`src/rtl/out_wrapper_fifo_pkg.sv`:
```
// Shared defaults for the output wrapper FIFO: data/depth parameters and the
// batch FSM state encodings.
package out_wrapper_fifo_pkg;

  localparam int DEF_DATA_W = 21;
  localparam int DEF_DEPTH  = 8;
  localparam int DEF_ADDR_W = 3;

  localparam logic [1:0] ST_IDLE    = 2'd0;
  localparam logic [1:0] ST_COLLECT = 2'd1;
  localparam logic [1:0] ST_FLUSH   = 2'd2;
  localparam logic [1:0] ST_DONE    = 2'd3;

endpackage

```
`src/rtl/out_wrapper_fifo_ram.sv`:
```
// DEPTH x DATA_W register array with a synchronous write port and a registered
// read port whose output register holds its value between reads.
module out_wrapper_fifo_ram #(
  parameter int DATA_W = 21,
  parameter int ADDR_W = 3
) (
  input  logic              clk,
  input  logic              rst,
  input  logic              we,
  input  logic [ADDR_W-1:0] waddr,
  input  logic [DATA_W-1:0] wdata,
  input  logic              re,
  input  logic [ADDR_W-1:0] raddr,
  output logic [DATA_W-1:0] rdata
);

  localparam int DEPTH = 1 << ADDR_W;

  logic [DATA_W-1:0] mem_q [DEPTH];
  logic [DATA_W-1:0] rdata_q;

  // NOTE: the storage array has no reset; stale words are unreachable once the
  // pointers and count are cleared, so only the read register needs one.
  always_ff @(posedge clk) begin
    if (we) mem_q[waddr] <= wdata;
  end

  always_ff @(posedge clk) begin
    if (rst)     rdata_q <= '0;
    else if (re) rdata_q <= mem_q[raddr];
  end

  assign rdata = rdata_q;

endmodule

```
`src/rtl/out_wrapper_fifo.sv`:
```
// Output wrapper behind Mdatapath: circular FIFO with back-pressure, sticky
// overflow, registered read port and a batch tracker that pulses batch_done.
module out_wrapper_fifo
  import out_wrapper_fifo_pkg::*;
#(
  parameter int DATA_W = DEF_DATA_W,
  parameter int DEPTH  = DEF_DEPTH,
  parameter int ADDR_W = DEF_ADDR_W
) (
  input  logic              clk,
  input  logic              rst,
  input  logic              wr_req,
  input  logic [DATA_W-1:0] wr_data,
  input  logic              wDone,
  output logic              full,
  input  logic              rd_req,
  output logic [DATA_W-1:0] rd_data,
  output logic              rd_valid,
  output logic              empty,
  output logic [ADDR_W:0]   count,
  output logic              overflow,
  output logic              batch_done
);

  localparam logic [ADDR_W:0] FULL_CNT = (ADDR_W + 1)'(DEPTH);

  logic [ADDR_W-1:0] wptr_q, rptr_q;
  logic [ADDR_W:0]   count_q, count_d;
  logic              rd_valid_q, overflow_q;
  logic [1:0]        state_q, state_d;
  logic              wr_acc, rd_acc;

  assign full   = (count_q == FULL_CNT);
  assign empty  = (count_q == '0);
  assign wr_acc = wr_req && !full;
  assign rd_acc = rd_req && !empty;

  // NOTE: every combinational output gets a default first, so no latch is inferred.
  always_comb begin
    count_d = count_q;
    if (wr_acc && !rd_acc)      count_d = count_q + 1'b1;
    else if (rd_acc && !wr_acc) count_d = count_q - 1'b1;
  end

  // wDone wins over a same-cycle write in IDLE: that write still joins the batch.
  always_comb begin
    state_d = state_q;
    case (state_q)
      ST_IDLE:    if (wDone) state_d = ST_FLUSH;
                  else if (wr_acc) state_d = ST_COLLECT;
      ST_COLLECT: if (wDone) state_d = ST_FLUSH;
      ST_FLUSH:   if (count_d == '0) state_d = ST_DONE;
      default:    state_d = ST_IDLE;
    endcase
  end

  // NOTE: sequential state uses non-blocking assignments so every register
  // samples pre-edge values regardless of statement order.
  always_ff @(posedge clk) begin
    if (rst) begin
      wptr_q     <= '0;
      rptr_q     <= '0;
      count_q    <= '0;
      rd_valid_q <= 1'b0;
      overflow_q <= 1'b0;
      state_q    <= ST_IDLE;
    end else begin
      if (wr_acc) wptr_q <= wptr_q + 1'b1;
      if (rd_acc) rptr_q <= rptr_q + 1'b1;
      count_q    <= count_d;
      rd_valid_q <= rd_acc;
      overflow_q <= overflow_q | (wr_req && full);
      state_q    <= state_d;
    end
  end

  out_wrapper_fifo_ram #(
    .DATA_W (DATA_W),
    .ADDR_W (ADDR_W)
  ) u_fifo_ram (
    .clk   (clk),
    .rst   (rst),
    .we    (wr_acc),
    .waddr (wptr_q),
    .wdata (wr_data),
    .re    (rd_acc),
    .raddr (rptr_q),
    .rdata (rd_data)
  );

  assign count      = count_q;
  assign rd_valid   = rd_valid_q;
  assign overflow   = overflow_q;
  assign batch_done = (state_q == ST_DONE);

endmodule

```
`config.mk`:
```
export PLATFORM = sky130hd
export DESIGN_NAME = out_wrapper_fifo
export DESIGN_NICKNAME = d
export VERILOG_FILES = /design/src/rtl/out_wrapper_fifo_pkg.sv /design/src/rtl/out_wrapper_fifo_ram.sv /design/src/rtl/out_wrapper_fifo.sv
export SDC_FILE = /design/constraint.sdc
export NUM_CORES = 1
export LEC_CHECK = 0
export BUFFER_PORTS_ARGS = -buffer_cell sky130_fd_sc_hd__buf_2
export CAP_MARGIN = 30
export CORE_MARGIN = 2
export CORE_UTILIZATION = 26
export DETAILED_ROUTE_END_ITERATION = 10
export GPL_ROUTABILITY_DRIVEN = 0
export PLACE_DENSITY_LB_ADDON = 0.3
export SLEW_MARGIN = 20
export SYNTH_ARGS = -nofsm -noshare
export SYNTH_HDL_FRONTEND = slang
export SYNTH_SLANG_ARGS = --single-unit
```
`constraint.sdc`:
```
create_clock -name clk -period 3.75 [get_ports clk]
set_input_delay 0.375 -clock clk [delete_from_list [all_inputs] [get_ports clk]]
set_output_delay 0.375 -clock clk [all_outputs]
set_load 0.02 [all_outputs]
```
==> flow_summary_export.csv, run 1 <==
group,metric,value,unit
synth,yosysUniqueCellTypes,47,
final_layout,fillers,2962,
final_layout,final_nets,557,
routing,drt_iter0_markers,258,
timing,layout_min_cycle_time,2460,ps
routing,totalWireLength,16800,µm
hold_path,whs_path_depth,1,
routing,vias,4261,
clock_network,clk_pin_slew,60,ps
timing,worst_clock_skew,25.5,ps
power,p_leak,3.08,nW
floorplan,start_util,26.3,%
routing,wl_per_cell,18.0,µm
placed_design,port_buffers,55,
grt,grt_pass1_wl,26500,µm
critical_path,path_max_fanout,21,
status,outcome,"finished clean",
critical_path,crit_type,"reg -> reg",
synth,syn-num-nets,489,
hold_path,worstHoldPathType,"in -> reg",
run,cap_violations,0,
clock_network,root_buffer,"clkbuf_16",
floorplan,die_height,180,µm
grt,first_global_vias,4525,
grt,grt_max_degree,36,
critical_path,end_kind,"flip-flop",
synth,async_flop_share,0,%
final_layout,area_growth,18.3,%
grt,grt_util_all_layers,10.4,%
clock_network,clock_path_buffers,3,
clock_network,cts_buffers,22,
clock_network,cts_tree,"yes",
synth,yosysSeqAreaShare,71.7,%
floorplan,core-area,30500,µm²
placed_design,post-dp-hpwl,10300,µm
clock_network,clock_latency,520,ps
timing,rsz0062_at_grt,"no",
final_layout,final_layout_size_suffix_gt1_share,29.7,%
final_layout,diodes,0,
timing,hold_ws,127,ps
routing,vias_per_cell,4.56,
synth,ys.flop_type,"edfxtp_1",
critical_path,worst_r2r_path_depth,7,
synth,synth_edf_count,168,
timing,min_period_over_period,65.7,%
routing,drt_pass1_iterations,4,
timing,finalHoldViolCount,0,
clock_network,cts_setup_buffers,0,
synth,synthCells,455,
power,max-vdd-ir-drop,0.278,mV
synth,syn_area,8020,µm²
critical_path,critPathRequiredTime,3910,ps
timing,setup_viol,0,
synth,syn_area_per_cell,17.6,µm²
routing,ant_nets,0,
timing,relSlewSlack,38.5,%
timing,tns,0,ps
timing,drv_slew,0,
power,p_per_area,704,nW/µm²
grt,antenna_found_initial,1,
grt,gr-total-overflow,0,
floorplan,rows,64,
timing,worstMarginPinSlew,923,ps
routing,drc,0,
critical_path,worst-endpoint-arrival,2620,ps
synth,yosysWarnings,0,
critical_path,crit_path_start_kind,"flip-flop",
floorplan,io_pins,56,
clock_network,cts_resized,0,
timing,max_freq,0.406,GHz
clock_network,cts_max_level,1,
clock_network,cts_sinks,203,
floorplan,dieArea,32200,µm²
synth,synth_seq_cells,203,
clock_network,cts_hold_buf,0,
floorplan,dieWidth,180,µm
==> cell type report <==
| class | instances | area, µm² | area share (%) |
|---|---|---|---|
| timing repair buffer | 70 | 388 | 4.09 |
| inverter | 9 | 33.8 | 0.356 |
| clock buffer | 32 | 608 | 6.41 |
| tap | 396 | 495 | 5.22 |
| sequential | 203 | 5750 | 60.6 |
| clock inverter | 7 | 60.1 | 0.633 |
| multi-input combinational | 217 | 2150 | 22.7 |
==> worst paths after layout <==
| check | slack, ps | start | endpoint |
|---|---|---|---|
| worst min-delay path | 130 | wr_data[19] | u_fifo_ram.mem_q[1][19] |
| worst max-delay path | 1290 | count[1] | u_fifo_ram.mem_q[6][0] |
| worst max register to register | 1290 | count[1] | u_fifo_ram.mem_q[6][0] |
| worst min register to register | 460 | overflow | overflow |
==> cell usage after synthesis, types with 3 or more instances <==
cell | number | share of area (%)
ha_1 | 8 | 1.2
buf_4 | 3 | 0.28
inv_1 | 8 | 0.37
nor4_1 | 3 | 0.23
mux2i_1 | 23 | 2.9
buf_1 | 5 | 0.23
buf_2 | 9 | 0.56
nand2_1 | 14 | 0.66
a311oi_1 | 3 | 0.33
nor2_1 | 40 | 1.9
mux4_2 | 42 | 12
clkbuf_1 | 8 | 0.37
nand2b_1 | 6 | 0.47
nor3_1 | 7 | 0.44
a21oi_1 | 13 | 0.81
a211oi_1 | 21 | 2.0
xnor2_1 | 3 | 0.33
dfxtp_1 | 35 | 8.7
nand3_1 | 4 | 0.25
edfxtp_1 | 168 | 63
==> report_power, final <==
group | leakage [nW] | internal, mW | switching [mW]
sequential | 1.81 | 2.72 | 0.211
clock | 0.313 | 1.13 | 0.839
combinational | 0.953 | 0.760 | 1.01
==> metrics by stage <==
| step | std cells | setup WS [ps] | power, mW | util, % | instance area (µm²) |
|---|---|---|---|---|---|
| floorplan | 455 | 49.5 | 4.24 | - | 8020 |
| CTS | 934 | 1280 | 6.76 | 31.1 | 9480 |
| detailed placement | 895 | 1300 | 4.78 | 28.9 | 8810 |
| global route | 934 | 1060 | 7.04 | 31.1 | 9480 |
| finish | 934 | 1290 | 6.67 | 31.1 | 9480 |
| global placement | 895 | 1400 | 4.72 | 28.9 | 8810 |
==> layout by cell type, fill, tap and decap left out, types with 4 or more instances in the layout <==
master / n
mux2i_1: 23
clkinv_1: 4
a211oi_1: 21
ha_1: 8
a21oi_1: 13
dfxtp_1: 33
clkbuf_16: 22
nand3_1: 4
nor3_2: 4
nand2b_1: 6
clkbuf_1: 8
buf_4: 15
nand2_1: 14
edfxtp_1: 168
buf_2: 55
inv_1: 8
nor2_1: 37
mux4_2: 42
==> worst max-delay path, stage by stage, from the launching register on <==
cell and delay [ps]:
dfxtp_1 510, inv_1 100, ha_1 290, nand3b_2 180, and2_1 310, nand2_1 210, nor2_2 140, buf_4 350
==> flip-flops by register name (all words and copies together) (netlist names) <==
name,count
count,4
rptr_q,3
state_q,2
wptr_q,3
u_fifo_ram.rdata,21
rd_valid,1
overflow,1
u_fifo_ram.mem_q,168
==> per-layer routing <==
metal  global-route usage, %  share of wire, %  vias up
li1                        -                 -     1933
met1                    13.3                43     2186
met2                    18.2                50      109
met3                    2.03               4.7       31
met4                    2.50               1.8        2
met5                       0             0.077        -
==> cells by family after synthesis <==
family,count (synthesis),synth area share (%)
AOI/OAI and AO/OA,52,4.71
xor gates and xnor gates,6,0.749
adders and majority gates,8,1.25
buffers and inverters,35,1.94
DFF,203,71.7
muxes,65,14.7
and+or+nand+nor,86,5.00
Note: power is estimated with default switching activity, not from simulation.
==> run 2, diff against run 1 <==
==> constraint.sdc (replaced) <==
create_clock -name clk -period 2.1 [get_ports clk]
set_input_delay 0.21 -clock clk [delete_from_list [all_inputs] [get_ports clk]]
set_output_delay 0.21 -clock clk [all_outputs]
set_load 0.02 [all_outputs]
==> flow_summary_export.csv, run 2 (synthesized netlist as in run 1, its figures left out) <==
group,metric,value,unit
critical_path,end_kind,"flip-flop",
timing,max_freq,0.516,GHz
floorplan,dieArea,32200,µm²
floorplan,io_pins,56,
clock_network,cts_sinks,203,
final_layout,largest_reg_flops,168,
routing,ant_nets,0,
clock_network,cts_tree,"yes",
final_layout,max_flop_register,"u_fifo_ram.mem_q",
grt,grt_pass1_wl,26500,µm
hold_path,worstHoldPathType,"in -> reg",
routing,drt_pass1_iterations,5,
final_layout,final_common_cell,"edfxtp_1",
routing,totalWireLength,16700,µm
clock_network,cts_buffers,23,
critical_path,startpoint,"state_q[1]",
timing,drv_slew,0,
placed_design,post-place-cells,898,
grt,gr-usage-met2,16.9,%
placed_design,post-dp-hpwl,10200,µm
critical_path,worst_r2r_path_depth,8,
grt,busiest_layer,"met2",
grt,gr-total-overflow,0,
power,comb_power_share,27.6,%
power,finalPower,12.4,mW
floorplan,core-area,30500,µm²
power,p_int,8.62,mW
clock_network,root_buffer,"clkbuf_16",
critical_path,critPathRequiredTime,2470,ps
final_layout,final_layout_size_suffix_gt1_share,31.2,%
power,pwr-share-clk,30.8,%
floorplan,start_util,26.3,%
clock_network,clock_path_buffers,3,
critical_path,regToRegEndpoint,"state_q[1]",
final_layout,final_nets,582,
hold_path,hold_start,"rst",
routing,vias_per_cell,4.47,
timing,min_period_over_period,92.3,%
timing,setup_viol,0,
power,p_per_area,1240,nW/µm²
status,outcome,"finished clean",
power,seqPwrFrac,41.6,%
final_layout,final_cell_mix,"168 x edfxtp_1, 55 x buf_2, 42 x mux4_2",
run,cap_violations,0,
routing,vias,4299,
power,power_switching,3.78,mW
critical_path,crit_type,"reg -> reg",
grt,grt_max_degree,32,
floorplan,dieWidth,180,µm
power,p_leak,3.26,nW
timing,finalHoldViolCount,0,
final_layout,fillers,2935,
final_layout,area_growth,24.6,%
timing,rsz0062_at_grt,"no",
critical_path,r2r-start,"state_q[1]",
grt,grt_util_all_layers,10.4,%
final_layout,diodes,0,
power,swShare,30.5,%
critical_path,path_max_fanout,7,
routing,drc,0,
floorplan,die_height,180,µm
routing,drt_iter0_markers,260,
hold_path,whs_path_depth,2,
critical_path,worst-endpoint-arrival,2310,ps
floorplan,rows,64,
grt,first_global_vias,4572,
clock_network,cts_max_level,1,
critical_path,crit_path_start_kind,"flip-flop",
grt,met3_usage,1.74,%
power,max-vdd-ir-drop,0.492,mV
placed_design,port_buffers,55,
critical_path,r2r_slack,160,ps
grt,grt.met1_usage,14.3,%
hold_path,min_to,"count[1]",
clock_network,clk_pin_slew,60,ps
final_layout,stdcell_count,961,
timing,relSlewSlack,60.2,%
clock_network,cts_setup_buffers,0,
timing,layout_min_cycle_time,1940,ps
clock_network,clock_latency,500,ps
timing,worstMarginPinSlew,597,ps
routing,wl_per_cell,17.4,µm
timing,worst_clock_skew,10.5,ps
grt,antenna_found_initial,0,
-- run 2: worst max-delay path by stage --
stage | endpoint | slack, ps
2_1_floorplan | u_fifo_ram.mem_q[0][0] | -10
3_3_place_gp | u_fifo_ram.mem_q[4][10] | 130
3_5_place_dp | u_fifo_ram.mem_q[4][2] | 90
4_1_cts | u_fifo_ram.mem_q[4][8] | 50
5_1_grt | state_q[1] | 60
6_report | state_q[1] | 160
-- run 2: what timing repair did --
item / CTS / global route
hold buffers: 21 / 0
setup endpoints to repair: 0 / 21
resized for setup: 0 / 1
endpoints found under the hold margin: 161 / 0
-- run 2: through the flow --
stage | hold slack, ps | TNS [ps] | worst slack (ps) | utilization [%] | cell area [µm²]
floorplan | 309 | -283 | -11.8 | - | 8150
global placement | 459 | 0 | 127 | 29.7 | 9060
detailed placement | 463 | 0 | 85.1 | 29.7 | 9060
CTS | 131 | 0 | 48.7 | 32.7 | 9990
global route | 153 | 0 | 62.6 | 32.7 | 9990
finish | 145 | 0 | 162 | 32.7 | 9990
-- run 2: final cells by class --
cell class	count	area [µm²]	area share [%]
clock inverter	15	126	1.27
sequential	203	5760	57.6
clock buffer	27	591	5.91
multi-input combinational	217	2240	22.4
timing repair buffer	94	746	7.47
tap	396	495	4.96
inverter	9	33.8	0.338
-- run 2: power groups by stage --
stage | clock, mW | combinational, mW | sequential, mW
finish | 3.81 | 3.42 | 5.16
global route | 4.10 | 3.75 | 5.22
CTS | 3.93 | 3.49 | 5.16
detailed placement | 0 | 3.45 | 5.24
global placement | 0 | 3.38 | 5.22
floorplan | 0 | 2.28 | 5.41
-- run 2: worst max-delay path, stage by stage (launching register included) --
cell      delay [ps]
dfxtp_1          380
inv_1            150
ha_1             290
nor2_1            60
a311oi_1         450
nor3_1           110
a21oi_1          130
and3_1           180
a211oi_2          40
-- run 2: layer usage --
metal  share of wire [%]  wire [µm]
met5                   0          0
met4                 2.0        330
met3                 4.4        739
met2                  48       7990
met1                  46       7650
==> run 3, diff against run 2 <==
--- a/config.mk
+++ b/config.mk
@@ -12,6 +12,7 @@
 export DETAILED_ROUTE_END_ITERATION = 10
 export GPL_ROUTABILITY_DRIVEN = 0
 export PLACE_DENSITY_LB_ADDON = 0.3
+export REMOVE_ABC_BUFFERS = 1
 export SLEW_MARGIN = 20
 export SYNTH_ARGS = -nofsm -noshare
 export SYNTH_HDL_FRONTEND = slang
==> constraint.sdc (replaced) <==
create_clock -name clk -period 2.1 [get_ports clk]
set_input_delay 0.105 -clock clk [delete_from_list [all_inputs] [get_ports clk]]
set_output_delay 0.105 -clock clk [all_outputs]
set_load 0.02 [all_outputs]
==> flow_summary_export.csv, run 3 (synthesized netlist as in run 1, its figures left out) <==
group,metric,value,unit
floorplan,dieArea,32200,µm²
run,cap_violations,0,
critical_path,r2r_slack,150,ps
timing,hold_ws,49.6,ps
grt,grt_util_all_layers,10.8,%
critical_path,path_max_fanout,5,
power,p_int,8.77,mW
final_layout,final_cell_mix,"168 x edfxtp_1, 55 x buf_2, 42 x mux4_2",
critical_path,crit_type,"reg -> reg",
routing,drt_pass1_iterations,4,
grt,grt_pass1_wl,27200,µm
timing,min_period_over_period,92.8,%
timing,finalHoldViolCount,0,
critical_path,worst_r2r_path_depth,10,
power,comb_power_share,27.8,%
floorplan,start_util,26.3,%
timing,rsz0062_at_grt,"no",
floorplan,dieWidth,180,µm
routing,drc,0,
critical_path,regToRegEndpoint,"state_q[1]",
critical_path,critPathRequiredTime,2520,ps
hold_path,whs_path_depth,2,
final_layout,final_layout_size_suffix_gt1_share,32.3,%
grt,antenna_found_initial,0,
floorplan,io_pins,56,
hold_path,hold_start,"rst",
critical_path,worst-endpoint-arrival,2370,ps
power,max-vdd-ir-drop,0.502,mV
timing,layout_min_cycle_time,1950,ps
timing,worst_clock_skew,7.68,ps
critical_path,critical_path.slowest_cell,"a2111oi_2",
clock_network,cts_sinks,203,
hold_path,min_to,"rptr_q[2]",
clock_network,clock_path_buffers,3,
critical_path,r2r-start,"count[0]",
critical_path,slowest_delay,330,ps
critical_path,path_delay_family,"compound AO/OA/AOI/OAI gates",
critical_path,end_kind,"flip-flop",
grt,first_global_vias,4678,
clock_network,cts_buffers,23,
critical_path,startpoint,"count[0]",
routing,drt_iter0_markers,266,
clock_network,clock_latency,490,ps
power,p_leak,3.32,nW
clock_network,root_buffer,"clkbuf_16",
power,finalPower,12.5,mW
power,pwr-share-clk,31.1,%
clock_network,cts_max_level,1,
final_layout,largest_reg_flops,168,
hold_path,worstHoldPathType,"in -> reg",
routing,wl_per_cell,17.9,µm
final_layout,final_common_cell,"edfxtp_1",
power,power_switching,3.71,mW
grt,gr-total-overflow,0,
status,outcome,"finished clean",
floorplan,die_height,180,µm
final_layout,final_nets,594,
critical_path,path_cells,"inv_1 > ha_1 > buf_4 > inv_2 > a2111oi_2 > a21oi_2 > xor2_2 > buf_4 > and3_1 > a211oi_2",
placed_design,place_area,9030,µm²
final_layout,area_growth,24.8,%
timing,fin_ws,151,ps
power,p_per_area,1250,nW/µm²
grt,grt_max_degree,24,
routing,vias_per_cell,4.54,
timing,max_freq,0.513,GHz
timing,worstMarginPinSlew,459,ps
power,seqPwrFrac,41.1,%
power,swShare,29.7,%
timing,drv_slew,0,
critical_path,critPathMostFrequentCell,"buf_4",
routing,totalWireLength,17400,µm
final_layout,fin_util,32.8,%
floorplan,core-area,30500,µm²
placed_design,post-dp-hpwl,10800,µm
placed_design,port_buffers,55,
timing,setup_viol,0,
final_layout,diodes,0,
clock_network,clk_pin_slew,60,ps
placed_design,dp_slack,136,ps
routing,ant_nets,0,
timing,relSlewSlack,69.2,%
final_layout,final_cell_area,10000,µm²
clock_network,cts_tree,"yes",
floorplan,rows,64,
critical_path,crit_path_start_kind,"flip-flop",
routing,vias,4415,
critical_path,path_buf_inv,4,
final_layout,max_flop_register,"u_fifo_ram.mem_q",
[run 3: layer usage]
metal  vias to the layer above  GRT usage (%)  share of wire [%]
li1                       2017              -                  -
met4                         0           2.41                1.6
met3                        26           2.09                5.5
met1                      2262           14.6                 46
met2                       110           17.9                 47
met5                         -              0                  0
[run 3: cell type report]
cell class	count	area, µm²
fillers	2935	20500
flip-flops and latches	203	5750
multi-input cells	217	2160
repair buffers	106	823
clock buffers	31	636
well taps	396	495
clock inverters	10	108
inverters	9	33.8
[run 3: timing repair]
action / CTS / global route
hold buffers: 21 / 0
endpoints found under the setup margin: 0 / 1
resized for setup: 0 / 2
buffers inserted: 0 / 1
hold endpoints to repair: 168 / 0
[run 3: stage by stage]
step           TNS [ps]  instances
3_3_place_gp          0        909
3_5_place_dp          0        909
5_1_grt               0        972
2_1_floorplan   -188740        429
4_1_cts               0        971
6_report              0        972
[run 3: worst register-to-register path, delay by kind of cell, from the launching register on]
family	cells	cell delay (ps)
flops	1	310
compound gates	3	620
fa+ha+maj	1	200
xor+xnor	1	170
simple gates	1	140
buf+inv	4	440
[run 3: power by group through the flow]
stage	Sequential, mW	Combinational [mW]	Clock, mW
after floorplan	5.58	1.92	0
after global placement	5.19	3.41	0
after detailed placement	5.21	3.46	0
after CTS	5.13	3.51	3.98
after global routing	5.18	3.85	4.16
final	5.13	3.48	3.88
[run 3: worst max path at each step]
| stage | to | slack, ps | cells past startpoint |
|---|---|---|---|
| after floorplan | u_fifo_ram.mem_q[0][0] | -1600 | 5 |
| after global placement | state_q[0] | 220 | 9 |
| after detailed placement | state_q[0] | 140 | 9 |
| after CTS | state_q[0] | 100 | 9 |
| after global routing | state_q[0] | 20 | 9 |
| final | state_q[1] | 150 | 10 |
